## config.mk

```make
export PLATFORM = sky130hd
export DESIGN_NAME = and_gate_cosim_proxy_flat
export DESIGN_NICKNAME = d
export VERILOG_FILES = /design/src/rtl/and_gate_cosim_proxy_pkg.sv /design/src/rtl/and_gate_cosim_proxy_if.sv /design/src/rtl/and_gate_cosim_checker.sv /design/src/rtl/and_gate_cosim_proxy.sv /design/src/flat_wrapper.sv
export SDC_FILE = /design/constraint.sdc
export NUM_CORES = 1
export LEC_CHECK = 0
export ABC_AREA = 1
export CORE_AREA = 2 2 86 47
export CTS_CLUSTER_SIZE = 20
export DETAILED_ROUTE_END_ITERATION = 8
export DIE_AREA = 0 0 88 49
export PLACE_DENSITY = 0.77
export SKIP_CTS_REPAIR_TIMING = 1
export SLEW_MARGIN = 20
export SYNTH_ARGS = -nofsm -noshare
export SYNTH_HDL_FRONTEND = slang
export SYNTH_HIERARCHICAL = 1
export SYNTH_SLANG_ARGS = --single-unit
```

## constraint.sdc

```tcl
create_clock -name clk -period 1.61 [get_ports clk]
set_input_delay 0.161 -clock clk [delete_from_list [all_inputs] [get_ports clk]]
set_output_delay 0.161 -clock clk [all_outputs]
set_load 0.01 [all_outputs]
```

## src/rtl/and_gate_cosim_proxy_pkg.sv

```systemverilog
// rtl/and_gate_cosim_proxy_pkg.sv - shared types and defaults for the AND-gate co-simulation proxy
package and_gate_proxy_pkg;

  localparam int CNT_W_DEF   = 16;
  localparam int TIMEOUT_DEF = 8;

  typedef enum logic [1:0] {
    IDLE = 2'd0,
    REQ  = 2'd1,
    WAIT = 2'd2
  } state_t;

endpackage

```

## src/rtl/and_gate_cosim_proxy_if.sv

```systemverilog
// rtl/and_gate_cosim_proxy_if.sv - request/response channel to the external co-simulated AND model
interface and_gate_cosim_proxy_if;

  logic req_valid;
  logic req_ready;
  logic req_a;
  logic req_b;
  logic rsp_valid;
  logic rsp_y;

  modport master (
    output req_valid, req_a, req_b,
    input  req_ready, rsp_valid, rsp_y
  );

  modport slave (
    input  req_valid, req_a, req_b,
    output req_ready, rsp_valid, rsp_y
  );

endinterface

```

## src/rtl/and_gate_cosim_checker.sv

```systemverilog
// rtl/and_gate_cosim_checker.sv - forwards input changes to the external model and checks its answers
module and_gate_cosim_checker
  import and_gate_proxy_pkg::*;
#(
  parameter int CNT_W   = CNT_W_DEF,
  parameter int TIMEOUT = TIMEOUT_DEF
) (
  input  logic                  clk,
  input  logic                  rst,
  input  logic                  a,
  input  logic                  b,
  and_gate_cosim_proxy_if.master cosim,
  output logic                  mismatch,
  output logic                  timeout,
  output logic [CNT_W-1:0]      txn_count
);

  localparam int TW = $clog2(TIMEOUT + 1);

  state_t          state_q, state_d;
  logic [1:0]      ab_q;
  logic [1:0]      last_q, last_d;
  logic            first_q;
  logic            pending_q, pending_d;
  logic            req_a_d, req_b_d;
  logic            exp_q, exp_d;
  logic [TW-1:0]   wcnt_q, wcnt_d;
  logic            mismatch_d, timeout_d;
  logic [CNT_W-1:0] txn_d;

  assign cosim.req_valid = (state_q == REQ);

  always_ff @(posedge clk or posedge rst) begin
    if (rst) begin
      state_q     <= IDLE;
      ab_q        <= 2'b00;
      last_q      <= 2'b00;
      first_q     <= 1'b1;
      pending_q   <= 1'b0;
      cosim.req_a <= 1'b0;
      cosim.req_b <= 1'b0;
      exp_q       <= 1'b0;
      wcnt_q      <= '0;
      mismatch    <= 1'b0;
      timeout     <= 1'b0;
      txn_count   <= '0;
    end else begin
      state_q     <= state_d;
      ab_q        <= {a, b};
      last_q      <= last_d;
      first_q     <= 1'b0;
      pending_q   <= pending_d;
      cosim.req_a <= req_a_d;
      cosim.req_b <= req_b_d;
      exp_q       <= exp_d;
      wcnt_q      <= wcnt_d;
      mismatch    <= mismatch_d;
      timeout     <= timeout_d;
      txn_count   <= txn_d;
    end
  end

  always_comb begin
    state_d    = state_q;
    last_d     = last_q;
    req_a_d    = cosim.req_a;
    req_b_d    = cosim.req_b;
    exp_d      = exp_q;
    wcnt_d     = wcnt_q;
    mismatch_d = mismatch;
    timeout_d  = timeout;
    txn_d      = txn_count;
    // Changes seen while busy accumulate here and are sent once back in IDLE
    pending_d  = pending_q | first_q | (ab_q != last_q);
    case (state_q)
      IDLE: begin
        if (pending_q) begin
          req_a_d   = ab_q[1];
          req_b_d   = ab_q[0];
          exp_d     = ab_q[1] & ab_q[0];
          last_d    = ab_q;
          pending_d = 1'b0;
          state_d   = REQ;
        end
      end
      REQ: begin
        if (cosim.req_ready) begin
          wcnt_d  = '0;
          state_d = WAIT;
        end
      end
      WAIT: begin
        // A response arriving on the timeout cycle still counts as a response
        if (cosim.rsp_valid) begin
          if (cosim.rsp_y != exp_q) mismatch_d = 1'b1;
          if (txn_count != '1) txn_d = txn_count + 1'b1;
          state_d = IDLE;
        end else if (wcnt_q == TW'(TIMEOUT - 1)) begin
          timeout_d = 1'b1;
          state_d   = IDLE;
        end else begin
          wcnt_d = wcnt_q + 1'b1;
        end
      end
      default: state_d = IDLE;
    endcase
  end

endmodule

```

## src/rtl/and_gate_cosim_proxy.sv

```systemverilog
// rtl/and_gate_cosim_proxy.sv - combinational AND gate shadowed by an external co-simulation check
module and_gate_cosim_proxy
  import and_gate_proxy_pkg::*;
#(
  parameter int CNT_W   = CNT_W_DEF,
  parameter int TIMEOUT = TIMEOUT_DEF
) (
  input  logic                  clk,
  input  logic                  rst,
  input  logic                  a,
  input  logic                  b,
  output logic                  y,
  and_gate_cosim_proxy_if.master cosim,
  output logic                  mismatch,
  output logic                  timeout,
  output logic [CNT_W-1:0]      txn_count
);

  // y never touches clocked state so the gate works with clk/rst undriven
  assign y = a & b;

  and_gate_cosim_checker #(
    .CNT_W   (CNT_W),
    .TIMEOUT (TIMEOUT)
  ) u_checker (
    .clk       (clk),
    .rst       (rst),
    .a         (a),
    .b         (b),
    .cosim     (cosim),
    .mismatch  (mismatch),
    .timeout   (timeout),
    .txn_count (txn_count)
  );

endmodule

```

## src/flat_wrapper.sv

```systemverilog
// flat-port wrapper written by rule: the top's interface ports become plain ports
module and_gate_cosim_proxy_flat import and_gate_proxy_pkg::*;
#(
  parameter int CNT_W   = CNT_W_DEF,
  parameter int TIMEOUT = TIMEOUT_DEF
)
  (clk, rst, a, b, y, mismatch, timeout, txn_count, cosim_req_valid, cosim_req_a, cosim_req_b, cosim_req_ready, cosim_rsp_valid, cosim_rsp_y);
  and_gate_cosim_proxy_if cosim_i ();
  input  logic clk;
  input  logic rst;
  input  logic a;
  input  logic b;
  output logic y;
  output logic mismatch;
  output logic timeout;
  output logic [CNT_W-1:0] txn_count;
  output wire logic [$bits(cosim_i.req_valid)-1:0] cosim_req_valid;
  output wire logic [$bits(cosim_i.req_a)-1:0] cosim_req_a;
  output wire logic [$bits(cosim_i.req_b)-1:0] cosim_req_b;
  input wire logic [$bits(cosim_i.req_ready)-1:0] cosim_req_ready;
  input wire logic [$bits(cosim_i.rsp_valid)-1:0] cosim_rsp_valid;
  input wire logic [$bits(cosim_i.rsp_y)-1:0] cosim_rsp_y;
  assign cosim_req_valid = cosim_i.req_valid;
  assign cosim_req_a = cosim_i.req_a;
  assign cosim_req_b = cosim_i.req_b;
  assign cosim_i.req_ready = cosim_req_ready;
  assign cosim_i.rsp_valid = cosim_rsp_valid;
  assign cosim_i.rsp_y = cosim_rsp_y;
  and_gate_cosim_proxy #(.CNT_W(CNT_W), .TIMEOUT(TIMEOUT)) u_core (.clk(clk), .rst(rst), .a(a), .b(b), .y(y), .cosim(cosim_i), .mismatch(mismatch), .timeout(timeout), .txn_count(txn_count));
endmodule
```

==> impl_metrics.json <==
{
  "clock_skew_ns": 0.00262,
  "io_buffers": 28,
  "worstPathRequired_ns": 1.45,
  "viasPerCell": 4.75,
  "outcome": "complete, no violations",
  "grt_pass1_wl_mm": 6.24,
  "nFillCells": 342,
  "n_antenna_cell": 0,
  "fin_ws_ns": 0.0805,
  "drt_iter0_drc": 110,
  "synth_xor_area_share_pct": 5.96,
  "period_needed_ns": 1.53,
  "h-tree-depth": 2,
  "hold_class": "primary input to async pin",
  "syn_avg_cell_area_um2": 7.85,
  "finalNetCount": 260,
  "grt-ovfl-total": 0,
  "synth-compound-area-share_pct": 6.26,
  "wl_met3_um": 203,
  "cp_slowest_cell": "clkdlybuf4s50_1",
  "p_per_area_nw_per_um2": 1140,
  "layout-drive-gt1-share_pct": 11.9,
  "path_cells": "buf_4 -> clkdlybuf4s50_1",
  "reg2reg_slack_ns": 0.12,
  "synthAdderAreaFrac_pct": 1.55,
  "synth_top_family_by_area": "simple AND/OR/NAND/NOR gates",
  "cts_made_buffers": 5,
  "critPathKind": "flop to output pin",
  "ios": 29,
  "r2r-start": "u_core/u_checker/txn_count[1]",
  "antenna_left": 0,
  "slew_violations": 0,
  "setup_viol": 0,
  "fmax_mhz": 654,
  "die_area_um2": 4310,
  "num_rows": 16,
  "place_inst": 296,
  "antenna_found_initial": 0,
  "clkSinkCount": 31,
  "clockBufferDepth": 2,
  "rsz0062_at_grt": "no",
  "initial_core_util_pct": 44.6,
  "crit_path_start_kind": "flop",
  "worstSkewPairLatency_ns": 0.29,
  "ys_top_cells_by_area": "dfrtp_1, nand2_1, xnor2_1",
  "synth-seq-cells": 31,
  "vdd_drop_max_mv": 0.648,
  "synth_top_area_share_pct": 46.4,
  "wl_met2_mm": 1.45,
  "synthCells": 206,
  "cp-end-kind": "output pin",
  "drt_wl_total_mm": 3.70,
  "clk_pin_slew_ns": 0.06,
  "drtPass1Iterations": 4,
  "reg2reg_to": "u_core/u_checker/txn_count[15]",
  "wirelength_met1_mm": 2.00,
  "fin_setup_tns_ns": 0,
  "placed_area_um2": 2030,
  "die_height_um": 49,
  "grtUsageTotal_pct": 19.4,
  "cts_tree": "done",
  "arrival_ns": 1.37,
  "ys_types": 26,
  "post-dp-hpwl_mm": 2.79,
  "critPathBufInv": 2,
  "synthSimpleGateAreaFrac_pct": 32.4,
  "leakage_uw": 0.000982,
  "wire_per_inst_um": 12.1,
  "grt_pass1_vias": 1329,
  "stdcell_count": 306,
  "synth_area_um2": 1620,
  "fp.coreArea_um2": 3620,
  "yosysTopAreaCell": "dfrtp_1",
  "yosys-mux-area-fraction_pct": 0,
  "routed-via-count": 1454,
  "post-place-ws_ns": -0.0132,
  "yosysWarnings": 6,
  "drv_cap": 0,
  "max_stage_delay_ns": 0.53,
  "period_share_pct": 95.0,
  "final_area_um2": 2160,
  "yosysSeqAreaShare_pct": 48.0,
  "r2r_cells": 8,
  "root_buffer": "clkbuf_8",
  "die_w_um": 88,
  "grt_max_degree": 24,
  "crit_family": "buffers and inverters",
  "syn2layout_area_growth_pct": 33.6,
  "syn_nets": 215,
  "top_layer": "met4",
  "place_congestion": 0.811,
  "p_total_uw": 2460,
  "final_hold_viol_count": 0,
  "crit_fanout": 4,
  "drc": 0
}
[synth_stat cells, drive strengths merged]
library cell and instances:
a21o 1, a21oi 3, a31oi 1, buf 2
clkinv 1, conb 1, dfrtp 30, dfstp 1
ha 2, inv 17, nand2 83, nand3 14
nand4 7, nor2 21, o21ai 8, o21bai 1
o22ai 1, o31ai 1, xnor2 9, xor2 2
[registers in the layout, summed over array words and instances (netlist names)]
register                      count
u_core/u_checker/ab_q             2
u_core/u_checker/cosim.req_a      1
u_core/u_checker/exp_q            1
u_core/u_checker/first_q          1
u_core/u_checker/last_q           1
u_core/u_checker/mismatch         1
u_core/u_checker/pending_q        1
u_core/u_checker/state_q          2
u_core/u_checker/timeout          1
u_core/u_checker/txn_count       16
u_core/u_checker/wcnt_q           4
[layout make-up]
| type | instances | area (um^2) | share of cell area (%) |
|---|---|---|---|
| Timing Repair Buffer | 40 | 389 | 18.0 |
| Inverter | 18 | 70.1 | 3.24 |
| Sequential cell | 31 | 779 | 36.1 |
| Clock buffer | 7 | 86.3 | 4.00 |
| Tap cell | 54 | 67.6 | 3.13 |
| Clock inverter | 1 | 5.00 | 0.232 |
| Multi-Input combinational cell | 155 | 763 | 35.3 |
[metal layers]
metal | GRT usage (%) | vias to the layer above
met5 | 0 | -
met3 | 5.92 | 5
li1 | - | 737
met2 | 25.5 | 37
met1 | 29.3 | 675
met4 | 7.69 | 0
[report_power, final]
group	total [uW]	switching [uW]	internal, uW
combinational	776	399	377
clock	635	290	344
sequential	1050	128	919
total	2460	817	1640
[stage by stage]
step,util [%],hold WS [ns]
floorplan,-,0.192
global placement,56.1,0.454
detailed placement,56.1,0.456
CTS,58.7,0.155
global route,59.6,0.170
finish,59.6,0.149
[cell families after synthesis]
family,after synthesis
compound gates,16
xor+xnor,11
fa+ha+maj,2
buf+inv,20
flops,31
other cells,1
simple gates,125
[worst max-delay path by stage]
| stage | startpoint | to | slack (ns) | cells past startpoint |
|---|---|---|---|---|
| final | u_core/u_checker/txn_count[1] | txn_count[1] | 0.08 | 2 |
| after global routing | u_core/u_checker/txn_count[1] | u_core/u_checker/txn_count[5] | 0.02 | 8 |
| after CTS | u_core/u_checker/txn_count[1] | u_core/u_checker/txn_count[5] | 0.008 | 8 |
| after detailed placement | cosim_rsp_valid | u_core/u_checker/txn_count[5] | -0.01 | 7 |
| after global placement | cosim_rsp_valid | u_core/u_checker/txn_count[2] | 0.06 | 7 |
| after floorplan | u_core/u_checker/txn_count[1] | u_core/u_checker/txn_count[0] | 0.03 | 9 |
[layout by cell type, fill, tap and decap left out, types with 2 or more instances in the layout]
master	instances
nor2_1	19
xor2_1	2
a21oi_1	3
dfrtp_1	28
buf_4	10
inv_1	16
nand4_1	7
nand3_1	13
nand2_2	2
dfrtp_2	2
clkdlybuf4s50_1	27
nand2_1	81
o21ai_0	7
clkbuf_8	6
xnor2_1	9
No activity file was read; power rests on OpenSTA's default activity.
==> patch 1: new RTL, config.mk and constraints unchanged <==
`TIMEOUT_DEF`: 8 -> 32.
--- a/src/rtl/and_gate_cosim_proxy_pkg.sv
+++ b/src/rtl/and_gate_cosim_proxy_pkg.sv
@@ -2,7 +2,7 @@
 package and_gate_proxy_pkg;
 
   localparam int CNT_W_DEF   = 16;
-  localparam int TIMEOUT_DEF = 8;
+  localparam int TIMEOUT_DEF = 32;
 
   typedef enum logic [1:0] {
     IDLE = 2'd0,
Behaviour: same outputs for any inputs over 10 cycles, from zero or initial values and one cycle with rst high; that may be too few to reach the edited logic, so the function may still have changed.
==> patch 1 against the original RTL <==
Worst setup slack worse by 0.015 ns; design area up 9.7%; routed wire length increased by 18%; power rose by 6.0%; area after synthesis is 9.9% higher; worst hold slack better by 0.042 ns; largest power group unchanged; clock skew is 0.00086 ns higher; register-to-register slack worse by 0.05 ns; critical path depth up 6; sequential cell count rose by 2.
==> patch 1: results (changes against the original RTL) <==
- ClkCell Share: 3.48% (was 4.23%)
- RD Place Congestion: 0.938 (was 0.811)
- CP Max Fanout: 6 (was 4)
- Status: finished clean (unchanged)
- Yosys cell types: 27 (was 26)
- WL met3: 423 µm (was 203 µm)
- M3 GR Usage: 7.45% (was 5.92%)
- Commonest cells in the netlist: nand2_1 (101), dfrtp_1 (32), nor2_1 (22), inv_1 (18), nand3_1 (11) (was nand2_1 (81), dfrtp_1 (30), nor2_1 (19), inv_1 (16), nand3_1 (13))
- Met1 usage: 36.2% (was 29.3%)
- R2R Setup Slk: 0.07 ns (was 0.12 ns)
- Ranking of synthesized cells by area: dfrtp_1 (45%), nand2_1 (21%), nor2_1 (4.6%), xnor2_1 (3.9%), inv_1 (3.8%) (was dfrtp_1 (46%), nand2_1 (19%), xnor2_1 (4.9%), nor2_1 (4.4%), nand3_1 (4.0%))
- Largest net degree at the start of global routing: 20 (was 24)
- Multi-input combinational area share: 36.3% (was 35.3%)
- Mapped Nets: 242 (was 215)
- Overall routing resource usage: 22.2% (was 19.4%)
- Pre-CTS setup slack: 0.0478 ns (was -0.0132 ns)
- Nets: 294 (was 260)
- Min Hold Slack: 0.191 ns (was 0.149 ns)
- DR iter-0 viols: 153 (was 110)
- Leak: 1.11 nW (was 0.982 nW)
- P&R area growth vs syn: 33.4% (was 33.6%)
- Finished Layout Cells: 340 (was 306)
- DP Wirelength: 3.20 mm (was 2.79 mm)
- Count of non-CTS inverters in the layout: 22 (was 18)
- FF+latch count, synth: 33 (was 31)
- Biggest regs: u_core/u_checker/txn_count: 16 flops, u_core/u_checker/wcnt_q: 6 flops (was u_core/u_checker/txn_count: 16 flops, u_core/u_checker/wcnt_q: 4 flops)
- First-pass GRT wire length: 7.18 mm (was 6.24 mm)
- Share of layout cells above drive strength 1: 15.7% (was 11.9%)
- Vias in the first global route: 1512 (was 1329)
- Non-clk buf share: 18.9% (was 18.0%)
- # clk buffers: 6 (was 7)
- Vias: 1681 (was 1454)
- Placed Area: 2220 µm² (was 2030 µm²)
- WL per Instance: 12.9 µm (was 12.1 µm)
- Setup Skew: 0.00348 ns (was 0.00262 ns)
- Met1 Routed Length: 2.21 mm (was 2.00 mm)
- Routing usage on met2: 27.7% (was 25.5%)
- Fill count: 315 (was 342)
- Met2 routed WL: 1.70 mm (was 1.45 mm)
- Worst vdd ir: 774 µV (was 648 µV)
- Sequential share of the synthesized area: 46.5% (was 48.0%)
- Non-clock buffer count: 47 (was 40)
- Register Area: 830 µm² (was 779 µm²)
- Comb_multi_in: 176 (was 155)
- Cells after synthesis: 233 (was 206)
- WP data arrival: 1.77 ns (was 1.37 ns)
- Placed Cells: 327 (was 296)
## patch 1: power breakdown
| part | internal (mW) | switching [mW] |
|---|---|---|
| combinational | 0.429 | 0.452 |
| sequential | 0.979 | 0.143 |
| clock | 0.299 | 0.303 |
| total | 1.71 | 0.899 |
## patch 1: cell families (layout without fill, tap and decap cells)
group / Yosys count / after routing / share of synthesized area, %
AO/OA/AOI/OAI: 12 / 12 / 4.57
XOR/XNOR: 11 / 11 / 5.42
adder cells (fa/ha/maj): 2 / 2 / 1.41
buffers and inverters: 24 / 77 / 5.91
flip-flops: 33 / 33 / 46.5
other: 1 / 1 / 0.211
AND/OR/NAND/NOR: 150 / 150 / 36.0
## patch 1: worst max-delay path, cell delays in order (launching register included)
cell,delay [ns]
dfrtp_1,0.42
ha_2,0.22
nand3_2,0.12
inv_2,0.09
nand3_2,0.13
o21ai_4,0.21
buf_4,0.18
nand2_1,0.05
nand2_1,0.06
## patch 1: how the worst max path moves through the flow
| stage | start | to | slack, ns | depth (start not counted) |
|---|---|---|---|---|
| 6_report | u_core/u_checker/txn_count[1] | u_core/u_checker/txn_count[2] | 0.07 | 8 |
| 5_1_grt | u_core/u_checker/txn_count[1] | u_core/u_checker/txn_count[5] | -0.03 | 8 |
| 4_1_cts | u_core/u_checker/txn_count[1] | u_core/u_checker/txn_count[13] | 0.03 | 7 |
| 3_5_place_dp | u_core/u_checker/txn_count[1] | u_core/u_checker/txn_count[13] | 0.05 | 7 |
| 3_3_place_gp | u_core/u_checker/wcnt_q[0] | u_core/u_checker/wcnt_q[1] | 0.09 | 7 |
| 2_1_floorplan | u_core/u_checker/txn_count[0] | u_core/u_checker/txn_count[2] | 0.08 | 9 |
==> patch 2: new RTL, same flow settings <==
Without the edit above. Register the output `txn_count`, without a reset; this adds one clock of latency there. The other outputs are not delayed to match.
--- a/src/rtl/and_gate_cosim_proxy.sv
+++ b/src/rtl/and_gate_cosim_proxy.sv
@@ -16,6 +16,8 @@
   output logic [CNT_W-1:0]      txn_count
 );
 
+  logic [CNT_W-1:0] txn_count_d;
+
   // y never touches clocked state so the gate works with clk/rst undriven
   assign y = a & b;
 
@@ -30,8 +32,12 @@
     .cosim     (cosim),
     .mismatch  (mismatch),
     .timeout   (timeout),
-    .txn_count (txn_count)
+    .txn_count (txn_count_d)
   );
+
+  always_ff @(posedge clk) begin
+      txn_count <= txn_count_d;
+  end
 
 endmodule
 
Check against the original RTL: not equivalent (a bounded check fails within 10 cycles, from zero or initial values and one cycle with rst high).
==> patch 2 against the original RTL <==
Area after synthesis rose by 20%; power increased by 21%; sequential cell count up 16; design area grew 16%; routed wire length rose by 8.3%; worst setup slack better by 0.0070 ns; sequential power up 40%; critical path type is now reg2reg; largest power group unchanged; highest routed layer unchanged.
==> patch 2: results (changes against the original RTL) <==
- Status: finished clean (unchanged)
- R2R Setup Slk: 0.09 ns (was 0.12 ns)
- First-pass GRT wire length: 6.84 mm (was 6.24 mm)
- Yosys cell types: 27 (was 26)
- Cells after synthesis: 222 (was 206)
- Leak: 1.15 nW (was 0.982 nW)
- Fill count: 297 (was 342)
- Vias in the first global route: 1405 (was 1329)
- Routed vias/inst: 4.82 (was 4.75)
- Synth Flop Type: dfrtp_1 (unchanged)
- Post-Route WL: 4.00 mm (was 3.70 mm)
- Max Root-Sink Buffers: 2 (unchanged)
- Min Hold Slack: 0.237 ns (was 0.149 ns)
- Overall routing resource usage: 21.0% (was 19.4%)
- Placed Cells: 316 (was 296)
- DP Wirelength: 2.93 mm (was 2.79 mm)
- Number of diodes: 0 (unchanged)
- Htree depth: 2 (unchanged)
- Async SR Flop Fraction: 66.0% (was 100%)
- Commonest cells in the netlist: nand2_1 (81), dfrtp_1 (30), nor2_1 (19), dfxtp_1 (16), inv_1 (16) (was nand2_1 (81), dfrtp_1 (30), nor2_1 (19), inv_1 (16), nand3_1 (13))
- Worst vdd ir: 560 µV (was 648 µV)
- Biggest regs: u_core/txn_count: 16 flops, u_core/u_checker/txn_count: 16 flops, u_core/u_checker/wcnt_q: 4 flops (was u_core/u_checker/txn_count: 16 flops, u_core/u_checker/wcnt_q: 4 flops)
- Post-synth EDFFs: 0 (unchanged)
- Port Buf Inserts: 28 (unchanged)
- Worst r2r path cells: 8 (unchanged)
- Share of layout cells above drive strength 1: 12.8% (was 11.9%)
- Nets: 282 (was 260)
- Slowest-stage cell, CP: dfrtp_1 (was clkdlybuf4s50_1)
- Finished Layout Cells: 328 (was 306)
- Sequential share of the synthesized area: 56.6% (was 48.0%)
- Pre-CTS setup slack: 0.0519 ns (was -0.0132 ns)
- Fin area: 2510 µm² (was 2160 µm²)
- Ranking of synthesized cells by area: dfrtp_1 (39%), dfxtp_1 (17%), nand2_1 (16%), xnor2_1 (4.1%), nor2_1 (3.7%) (was dfrtp_1 (46%), nand2_1 (19%), xnor2_1 (4.9%), nor2_1 (4.4%), nand3_1 (4.0%))
- Placed Area: 2380 µm² (was 2030 µm²)
- RD Place Congestion: 0.859 (was 0.811)
- Clock Pin Slew Worst Setup and Hold Paths: 0.08 ns (was 0.06 ns)
- WP data arrival: 1.76 ns (was 1.37 ns)
- Worst reg2reg endpoint: u_core/u_checker/txn_count[13] (was u_core/u_checker/txn_count[15])
- Largest net degree at the start of global routing: 32 (was 24)
- Root buffer cell: clkbuf_8 (unchanged)
- CP Max Fanout: 13 (was 4)
- Mapped Nets: 231 (was 215)
- Worst stage delay on the critical path: 0.43 ns (was 0.53 ns)
- Crit path from: u_core/u_checker/txn_count[9] (was u_core/u_checker/txn_count[1])
- Setup Skew: 0.00253 ns (was 0.00262 ns)
- DR iter-0 viols: 117 (was 110)
-- patch 2: cell count changes after synthesis --
| cell | delta |
|---|---|
| dfxtp_1 | +16 |
-- patch 2: cell type report --
cell class,instances,area share [%]
inverter,18,2.69
multi-input combinational,155,30.0
timing repair buffer,46,17.6
sequential,47,43.7
clock buffer,6,2.89
clock inverter,2,0.498
tap,54,2.69
-- patch 2: logic make-up after synthesis --
kind of cell	count (synthesis)	synth area share (%)
fa+ha+maj	2	1.29
other cells	1	0.193
simple gates	125	27.0
flops	47	56.6
buf+inv	20	4.65
xor+xnor	11	4.97
compound gates	16	5.23
-- patch 2: where the power goes --
| group | leakage, nW | switching (mW) | internal [mW] |
|---|---|---|---|
| Combinational | 0.578 | 0.420 | 0.398 |
| Sequential | 0.536 | 0.114 | 1.35 |
| Clock | 0.0412 | 0.378 | 0.304 |
| Total | 1.15 | 0.912 | 2.05 |
-- patch 2: critical path, delay by kind of cell, from the launching register on --
kind / cells / cell delay (ns)
buffers and inverters: 2 / 0.26
flip-flops: 1 / 0.43
AO/OA/AOI/OAI: 1 / 0.23
AND/OR/NAND/NOR: 5 / 0.54
-- patch 2: routing by layer --
layer	track usage, %	wire (µm)
met1	35.7	2160
met2	25.0	1530
met3	6.43	297
met4	4.62	16
met5	0	0
-- patch 2: how the worst max path moves through the flow --
stage | cells past startpoint | slack (ns) | end
2_1_floorplan | 9 | 0.05 | u_core/u_checker/txn_count[0]
3_3_place_gp | 7 | 0.11 | u_core/u_checker/txn_count[12]
3_5_place_dp | 7 | 0.05 | u_core/u_checker/txn_count[12]
4_1_cts | 2 | 0.04 | cosim_req_valid
5_1_grt | 8 | -0.004 | u_core/u_checker/txn_count[2]
6_report | 8 | 0.09 | u_core/u_checker/txn_count[13]
